$ cat config.mk
export PLATFORM = sky130hd
export DESIGN_NAME = uart_tx_arbiter
export DESIGN_NICKNAME = d
export VERILOG_FILES = /design/src/rtl/uart_tx_arbiter.sv
export SDC_FILE = /design/constraint.sdc
export NUM_CORES = 1
export LEC_CHECK = 0
export BUFFER_PORTS_ARGS = -buffer_cell sky130_fd_sc_hd__buf_4
export CAP_MARGIN = 20
export CORE_UTILIZATION = 48
export CTS_CLUSTER_DIAMETER = 80
export DETAILED_ROUTE_END_ITERATION = 16
export HOLD_SLACK_MARGIN = 0.03
export PLACE_DENSITY = 0.75
export SLEW_MARGIN = 20
export SYNTH_ARGS = -nofsm -noshare
export SYNTH_HDL_FRONTEND = slang
export SYNTH_SLANG_ARGS = --single-unit
$ cat constraint.sdc
create_clock -name clk -period 4.04 [get_ports clk]
set_clock_uncertainty 0.15 [all_clocks]
set_input_delay 0.404 -clock clk [delete_from_list [all_inputs] [get_ports clk]]
set_output_delay 0.404 -clock clk [all_outputs]
set_load 0.01 [all_outputs]
$ cat src/rtl/uart_tx_arbiter.sv
// Round-robin arbiter sharing one UART transmitter among NUM_REQ byte requesters, with optional packet lock.
// Latency: accept at T, tx_start high at T+1; req_ready only in IDLE with tx_busy low; tx_data held from accept until the frame ends.
module uart_tx_arbiter #(
  parameter int NUM_REQ      = 4,
  parameter int LOCK_TIMEOUT = 65535
) (
  input  logic                       clk,
  input  logic                       rst,
  input  logic [NUM_REQ-1:0]         req_valid,
  input  logic [8*NUM_REQ-1:0]       req_data,
  input  logic [NUM_REQ-1:0]         req_last,
  output logic [NUM_REQ-1:0]         req_ready,
  output logic                       tx_start,
  output logic [7:0]                 tx_data,
  input  logic                       tx_busy,
  output logic [$clog2(NUM_REQ)-1:0] grant_id,
  output logic                       locked,
  output logic                       active
);

  localparam int GW = $clog2(NUM_REQ);
  localparam int CW = $clog2(LOCK_TIMEOUT + 2);

  typedef enum logic [1:0] {IDLE, LAUNCH, WAIT_BUSY, WAIT_DONE} state_t;

  state_t          state_q, state_d;
  logic            tx_start_q, tx_start_d;
  logic [7:0]      tx_data_q, tx_data_d;
  logic [GW-1:0]   grant_q, grant_d;
  logic            locked_q, locked_d;
  logic [CW-1:0]   cnt_q, cnt_d;

  logic            win_vld;
  logic [GW-1:0]   win_id;
  logic [GW-1:0]   cand;

  // Scan from the farthest candidate back to the nearest so the nearest valid one wins.
  always_comb begin
    win_vld = 1'b0;
    win_id  = grant_q;
    cand    = '0;
    if (locked_q) begin
      win_vld = req_valid[grant_q];
    end else begin
      for (int k = NUM_REQ; k >= 1; k--) begin
        cand = GW'((int'(grant_q) + k) % NUM_REQ);
        if (req_valid[cand]) begin
          win_vld = 1'b1;
          win_id  = cand;
        end
      end
    end
  end

  always_comb begin
    state_d    = state_q;
    tx_start_d = 1'b0;
    tx_data_d  = tx_data_q;
    grant_d    = grant_q;
    locked_d   = locked_q;
    cnt_d      = cnt_q;
    req_ready  = '0;
    case (state_q)
      IDLE: begin
        if (!tx_busy && win_vld) begin
          req_ready[win_id] = 1'b1;
          tx_data_d         = req_data[{win_id, 3'b000} +: 8];
          grant_d           = win_id;
          locked_d          = ~req_last[win_id];
          cnt_d             = '0;
          tx_start_d        = 1'b1;
          state_d           = LAUNCH;
        end else if (locked_q && !req_valid[grant_q] && (LOCK_TIMEOUT > 0)) begin
          // Release happens on the edge where the count would reach LOCK_TIMEOUT.
          if (cnt_q == CW'(LOCK_TIMEOUT - 1)) begin
            locked_d = 1'b0;
            cnt_d    = '0;
          end else begin
            cnt_d = cnt_q + 1'b1;
          end
        end
      end
      LAUNCH:    state_d = WAIT_BUSY;
      WAIT_BUSY: if (tx_busy)  state_d = WAIT_DONE;
      WAIT_DONE: if (!tx_busy) state_d = IDLE;
      default:   state_d = IDLE;
    endcase
    if (!rst) req_ready = '0;
  end

  always_ff @(posedge clk or negedge rst) begin
    if (!rst) begin
      state_q    <= IDLE;
      tx_start_q <= 1'b0;
      tx_data_q  <= 8'h00;
      grant_q    <= GW'(NUM_REQ - 1);
      locked_q   <= 1'b0;
      cnt_q      <= '0;
    end else begin
      state_q    <= state_d;
      tx_start_q <= tx_start_d;
      tx_data_q  <= tx_data_d;
      grant_q    <= grant_d;
      locked_q   <= locked_d;
      cnt_q      <= cnt_d;
    end
  end

  assign tx_start = tx_start_q;
  assign tx_data  = tx_data_q;
  assign grant_id = grant_q;
  assign locked   = locked_q;
  assign active   = (state_q != IDLE);

endmodule
* After elaboration in Yosys (flattened, before gate mapping)
Index checks and enable logic that the tools add are counted.
** Word-level totals
- Bits in registers :: 31
- Bits of input ports :: 43
- Word-level logic and storage cells :: 79
** Operators by class
- Shifts and indexed selects :: 1
- $lt $le $gt $ge :: 7
- Bitwise gates (word level) :: 1
- Reduce and logical (&&, ||, !) cells :: 13
- $add $sub $neg :: 5
- Eq/ne operators :: 7
- Muxes and demuxes :: 39
** Operators by type and width (count)
- 17-bit 2-to-1 mux :: 3
- 32-bit by 6-bit indexed part select with 8-bit output :: 1
- 2-bit by 3-bit less-than comparator with 1-bit output (second input constant) :: 6
- 17-bit by 1-bit adder with 17-bit output (second input constant) :: 1
- 17-bit by 16-bit equality test with 1-bit output (second input constant) :: 1
- 1-bit 2-to-1 mux :: 17
- 2-bit 2-to-1 mux :: 8
- 1-bit binary-select mux with 2-bit select :: 6
- 4-bit 2-to-1 mux :: 3
- 2-bit one-hot mux with 4 select lines :: 1
- 2-bit != test (second input constant) :: 3
- 3-bit AND reduction :: 2
- 2-bit nonzero test :: 3
- 2-bit by 1-bit adder with 2-bit output (second input constant) :: 2
- 2-bit adder (second input constant) :: 2
- 2-bit equality test (second input constant) :: 2
- 2-bit AND reduction :: 2
- 1-bit logical AND :: 3
- 1-bit demux with 2-bit select :: 1
- 2-bit by 1-bit equality test with 1-bit output (second input constant) :: 1
- 2-bit by 1-bit greater-or-equal comparator with 1-bit output (second input constant) :: 1
- 1-bit logical NOT :: 2
- 2-bit logical NOT :: 1
- 1-bit NOT :: 1

* Depth between registers and ports, before layout
- Word-level depth :: 15
- Gate-level depth with buffers :: 8
- Mapped depth without buffers :: 7

* Worst setup path after synthesis
Ideal clock, no wire load.
- Path kind :: register to output
- Start point :: register grant_q[1] (netlist: grant_id[1])
- End point :: output req_ready[1]
- Path slack :: 1669 ps
- Data arrival time :: 1817 ps
- Required time :: 3486 ps
- Stages on the path, launching flop included :: 9
- Path buffers :: 2
- Cells stage by stage :: dfstp_2 mux4_2 nand2b_4 buf_6 nand3_4 inv_2 nand2_1 buf_4 nor2_1
** On the way
- Longest elaborated chain between the ends :: 15
- Elaborated cells on any way between the ends :: 33
** RTL lines
- from (decl) :: RTL line 29 : logic [GW-1:0] grant_q, grant_d;
- from (signal assigned) :: RTL line 96 : grant_q <= GW'(NUM_REQ - 1);
- from (signal assigned) :: RTL line 103 : grant_q <= grant_d;
- 2-bit by 1-bit adder with 2-bit output :: RTL line 46 : cand = GW'((int'(grant_q) + k) % NUM_REQ);
- 1-bit binary-select mux with 2-bit select :: RTL line 47 : if (req_valid[cand]) begin
- 1-bit 2-to-1 mux (not written as such) :: RTL line 47
- 2-bit 2-to-1 mux (4 in series) :: RTL line 47
- 2-bit 2-to-1 mux :: RTL line 42 : if (locked_q) begin
- 2-bit by 3-bit less-than comparator with 1-bit output (not written as such) / 2-bit by 1-bit greater-or-equal comparator with 1-bit output (equally long branches) :: RTL line 66 : req_ready[win_id] = 1'b1;
- 1-bit logical AND (not written as such) :: RTL line 66
- 1-bit 2-to-1 mux (not written as such) :: RTL line 66
- 1-bit demux with 2-bit select :: RTL line 66
- 4-bit 2-to-1 mux * :: RTL line 65 : if (!tx_busy && win_vld) begin
- 4-bit 2-to-1 mux * :: RTL line 63 : case (state_q)
- 4-bit 2-to-1 mux * :: RTL line 88 : if (!rst) req_ready = '0;
- to (decl) :: RTL line 12 : output logic [NUM_REQ-1:0] req_ready,
Mark *: on every way between the ends. The rest lies on a longest branch, timed or not. The select of a mux whose other input is x is not followed.

* Worst setup path after layout
- Start point :: register grant_q[1] (netlist: grant_id[1])
- End point :: output req_ready[3]
The elaborated chain is that of the path after synthesis.

==> impl_metrics.csv <==
group,metric,value,unit
pwr,p_int,0.8966,mW
final_layout,final_core_util,64.70,%
pwr,p_total,1.499,mW
timing,min_period,3.038,ns
placed_design,gp_congestion,0.8063,
synthesis,netlist_instances,213,
worst_setup_path,cpPeakStageDelay,0.65,ns
clock_tree,cts_sinks,31,
worst_setup_path,crit_buf_inv,2,
final_layout,antenna_cells,0,
detailed_routing,drt_wl_total,4.912,mm
floorplanning,dieHeight,67.94,um
synthesis,syn-cell-area,2087,um2
global_route,grt_first_pass_wirelength,7.783,mm
timing,whs,0.3005,ns
pwr,power.density,567.1,nW/um2
floorplanning,rows,23,
timing,finalSetupTns,0,ns
synthesis,synth-warning-count,0,
detailed_routing,vias_per_cell,5.642,
floorplanning,core,4086,um2
synthesis,synth-edff-count,0,
worst_setup_path,critPathTopFamily,"simple AND/OR/NAND/NOR gates",
synthesis,synth_xor_area_share,0,%
worst_setup_path,crit_type,"reg -> out",
final_layout,multiInputGateArea,1210,um2
worst_setup_path,cp_data_required_time,3.49,ns
worst_setup_path,end_kind,"primary output",
detailed_routing,dr.pass1.iters,4,
final_layout,drive_gt1_share,31.39,%
global_route,antenna_found_initial,0,
clock_tree,clock_path_buffers,2,
pwr,switchingPower,0.6027,mW
pwr,switching_share,40.20,%
timing,hold_violations,0,
timing,post-route-period-util,75.20,%
timing,drv_slew,0,
worst_setup_path,start_kind,"register",
timing,worstMarginPinSlew,0.7025,ns
synthesis,synthMuxAreaShare,10.85,%
synthesis,synth_largest_area_cell,"dfrtp_1",
floorplanning,dieArea,4616,um2
synthesis,synth-seq-cells,31,
clock_tree,cts_tree,"done",
detailed_routing,drc,0,
synthesis,synth_area_leaders,"dfrtp_1, mux2i_1, a22o_1",
synthesis,ys_seq_area_share,37.29,%
timing,rsz0062_at_grt,"no",
final_layout,seq_area,778.2,um2
worst_setup_path,worstPathCellList,"mux4_2 > nand2b_4 > nand3_4 > inv_2 > nand2b_1 > nor2_1 > buf_4",
placed_design,placed_cell_area,2542,um2
placed_design,portBuffers,59,
pwr,p_clk_share,16.5,%
synthesis,netlist-cell-type-count,51,
synthesis,synth_compound_area_share,22.06,%
synthesis,syn-num-nets,262,
pwr,leakagePower,1.275,nW
global_route,gr-total-overflow,0,
clock_tree,clkLatencyLatePin,0.29,ns
synthesis,synth_top_area_share,34.77,%
final_layout,final_cell_mix,"buf_4, dfrtp_1, nand2_1",
job,cap_violations,0,
worst_setup_path,slowest_stage,"dfstp_2",
final_layout,n_fill_cell,330,
outcome,status,"finished, final reports clean",
floorplanning,ios,60,
worst_setup_path,worstPathArrival,2.48,ns
global_route,grt_max_degree,34,
final_layout,area_delta_synth_final,26.68,%
final_layout,layout.nets,322,
detailed_routing,drtIter0Drc,81,
global_route,grt_use_total,23.02,%
clock_tree,cts_inserted_buffers,5,
clock_tree,h-tree-depth,2,
synthesis,synth-main-ff-cell,"dfrtp_1",
final_layout,final_common_cell,"buf_4",
placed_design,dp_hpwl,3.606,mm
floorplanning,initial_core_util,51.07,%
synthesis,synthAdderAreaFrac,3.597,%
pwr,peakVddDrop,0.0002526,V
timing,max_freq,329.2,MHz
pwr,power_frac_seq,32.7,%
clock_tree,clk_pin_slew,0.06,ns
detailed_routing,via_count,1828,
synthesis,synth_top_family_by_area,"compound AO/OA/AOI/OAI gates",
worst_hold_path,holdCritPathClass,"in -> reg",
pwr,comb_power_share,50.7,%
timing,setup_viol,0,
detailed_routing,postRouteAntennaNets,0,
synthesis,async_flop_share,100.0,%
synthesis,synthSimpleGateAreaFrac,21.46,%
timing,relSlewSlack,52.85,%
detailed_routing,drt-wirelength-per-cell,15.16,um
floorplanning,dieWidth,67.94,um
synthesis,synth_area_per_cell,9.798,um2
final_layout,finish.instance_area,2644,um2
worst_setup_path,cp_max_fo,12,
clock_tree,cts_resized,0,
clock_tree,root_buffer,"clkbuf_8",
global_route,grt_pass1_vias,1691,
-- synth_stat cells (all sizes together), types with 2 or more instances --
| cell | instances |
|---|---|
| dfrtp | 29 |
| nand2 | 20 |
| mux2i | 17 |
| o21ai | 16 |
| nor2 | 14 |
| a22o | 9 |
| inv | 9 |
| o221ai | 9 |
| buf | 8 |
| nor3 | 8 |
| a21oi | 6 |
| and3 | 6 |
| ha | 6 |
| nor2b | 6 |
| a21o | 5 |
| nand2b | 5 |
| nand3 | 5 |
| nand4 | 5 |
| mux2 | 3 |
| a211o | 2 |
| a211oi | 2 |
| a221o | 2 |
| dfstp | 2 |
| o21a | 2 |
| o31ai | 2 |
| or3 | 2 |
-- worst reg2reg max path, cell delays in order, from the launching register on --
cell      delay, ns
dfstp_2        0.65
mux4_2         0.55
nand2b_4       0.21
nand3_4        0.16
inv_2          0.07
nand2_1        0.30
o221ai_1       0.22
-- state kept, by name (all words and copies together), names as in the netlist --
name / flops
state_q: 2
tx_data: 8
locked: 1
cnt_q: 17
tx_start: 1
grant_id: 2
-- final timing paths --
path	startpoint	cells after the start	slack, ns	end
setup / recovery	grant_id[1]	7	1.00	req_ready[3]
hold / removal	req_data[17]	3	0.30	tx_data[1]
setup reg to reg	grant_id[1]	6	1.58	tx_data[2]
hold reg to reg	tx_data[0]	2	0.35	tx_data[0]
max in group asynchronous	rst	2	2.98	grant_id[1]
min in group asynchronous	rst	2	0.44	tx_start
-- power groups by stage --
| stage | Clock, mW | Sequential (mW) | Combinational, mW |
|---|---|---|---|
| after floorplan | 0 | 0.485 | 0.549 |
| after CTS | 0.259 | 0.490 | 0.767 |
| after detailed placement | 0 | 0.495 | 0.764 |
| after global placement | 0 | 0.491 | 0.758 |
| final | 0.248 | 0.491 | 0.761 |
| after global routing | 0.272 | 0.507 | 0.840 |
-- per-stage QoR --
stage          instances  worst slack [ns]
2_1_floorplan        213             1.669
3_3_place_gp         315             1.356
3_5_place_dp         315             1.318
4_1_cts              324            0.9878
5_1_grt              324            0.8552
6_report             324             1.002
-- metal layers --
metal,global-route usage [%],share of wire [%],up-vias
met5,0,0,-
met4,8.854,1.2,0
met3,6.167,7.8,7
met2,36.27,45,55
met1,29.98,46,849
li1,-,-,917
-- layout make-up --
cell class / count / share of cell area (%)
sequential: 31 / 29.44
tap: 50 / 2.366
multi-input combinational: 164 / 45.76
clock inverter: 1 / 0.1893
timing repair buffer: 62 / 17.70
clock buffer: 7 / 3.265
inverter: 9 / 1.278
-- cell families after synthesis --
kind of cell               Yosys count
muxes                               21
adders and majority gates            6
and+or+nand+nor                     77
DFF                                 31
buffers and inverters               18
AOI/OAI and AO/OA                   60
-- timing repair --
action                                  CTS  global route
buffers inserted                          0             0
hold buffers                              1             0
endpoints found under the setup margin    0             0
hold endpoints to repair                 29             0
Note: power is estimated with default switching activity, not from simulation.
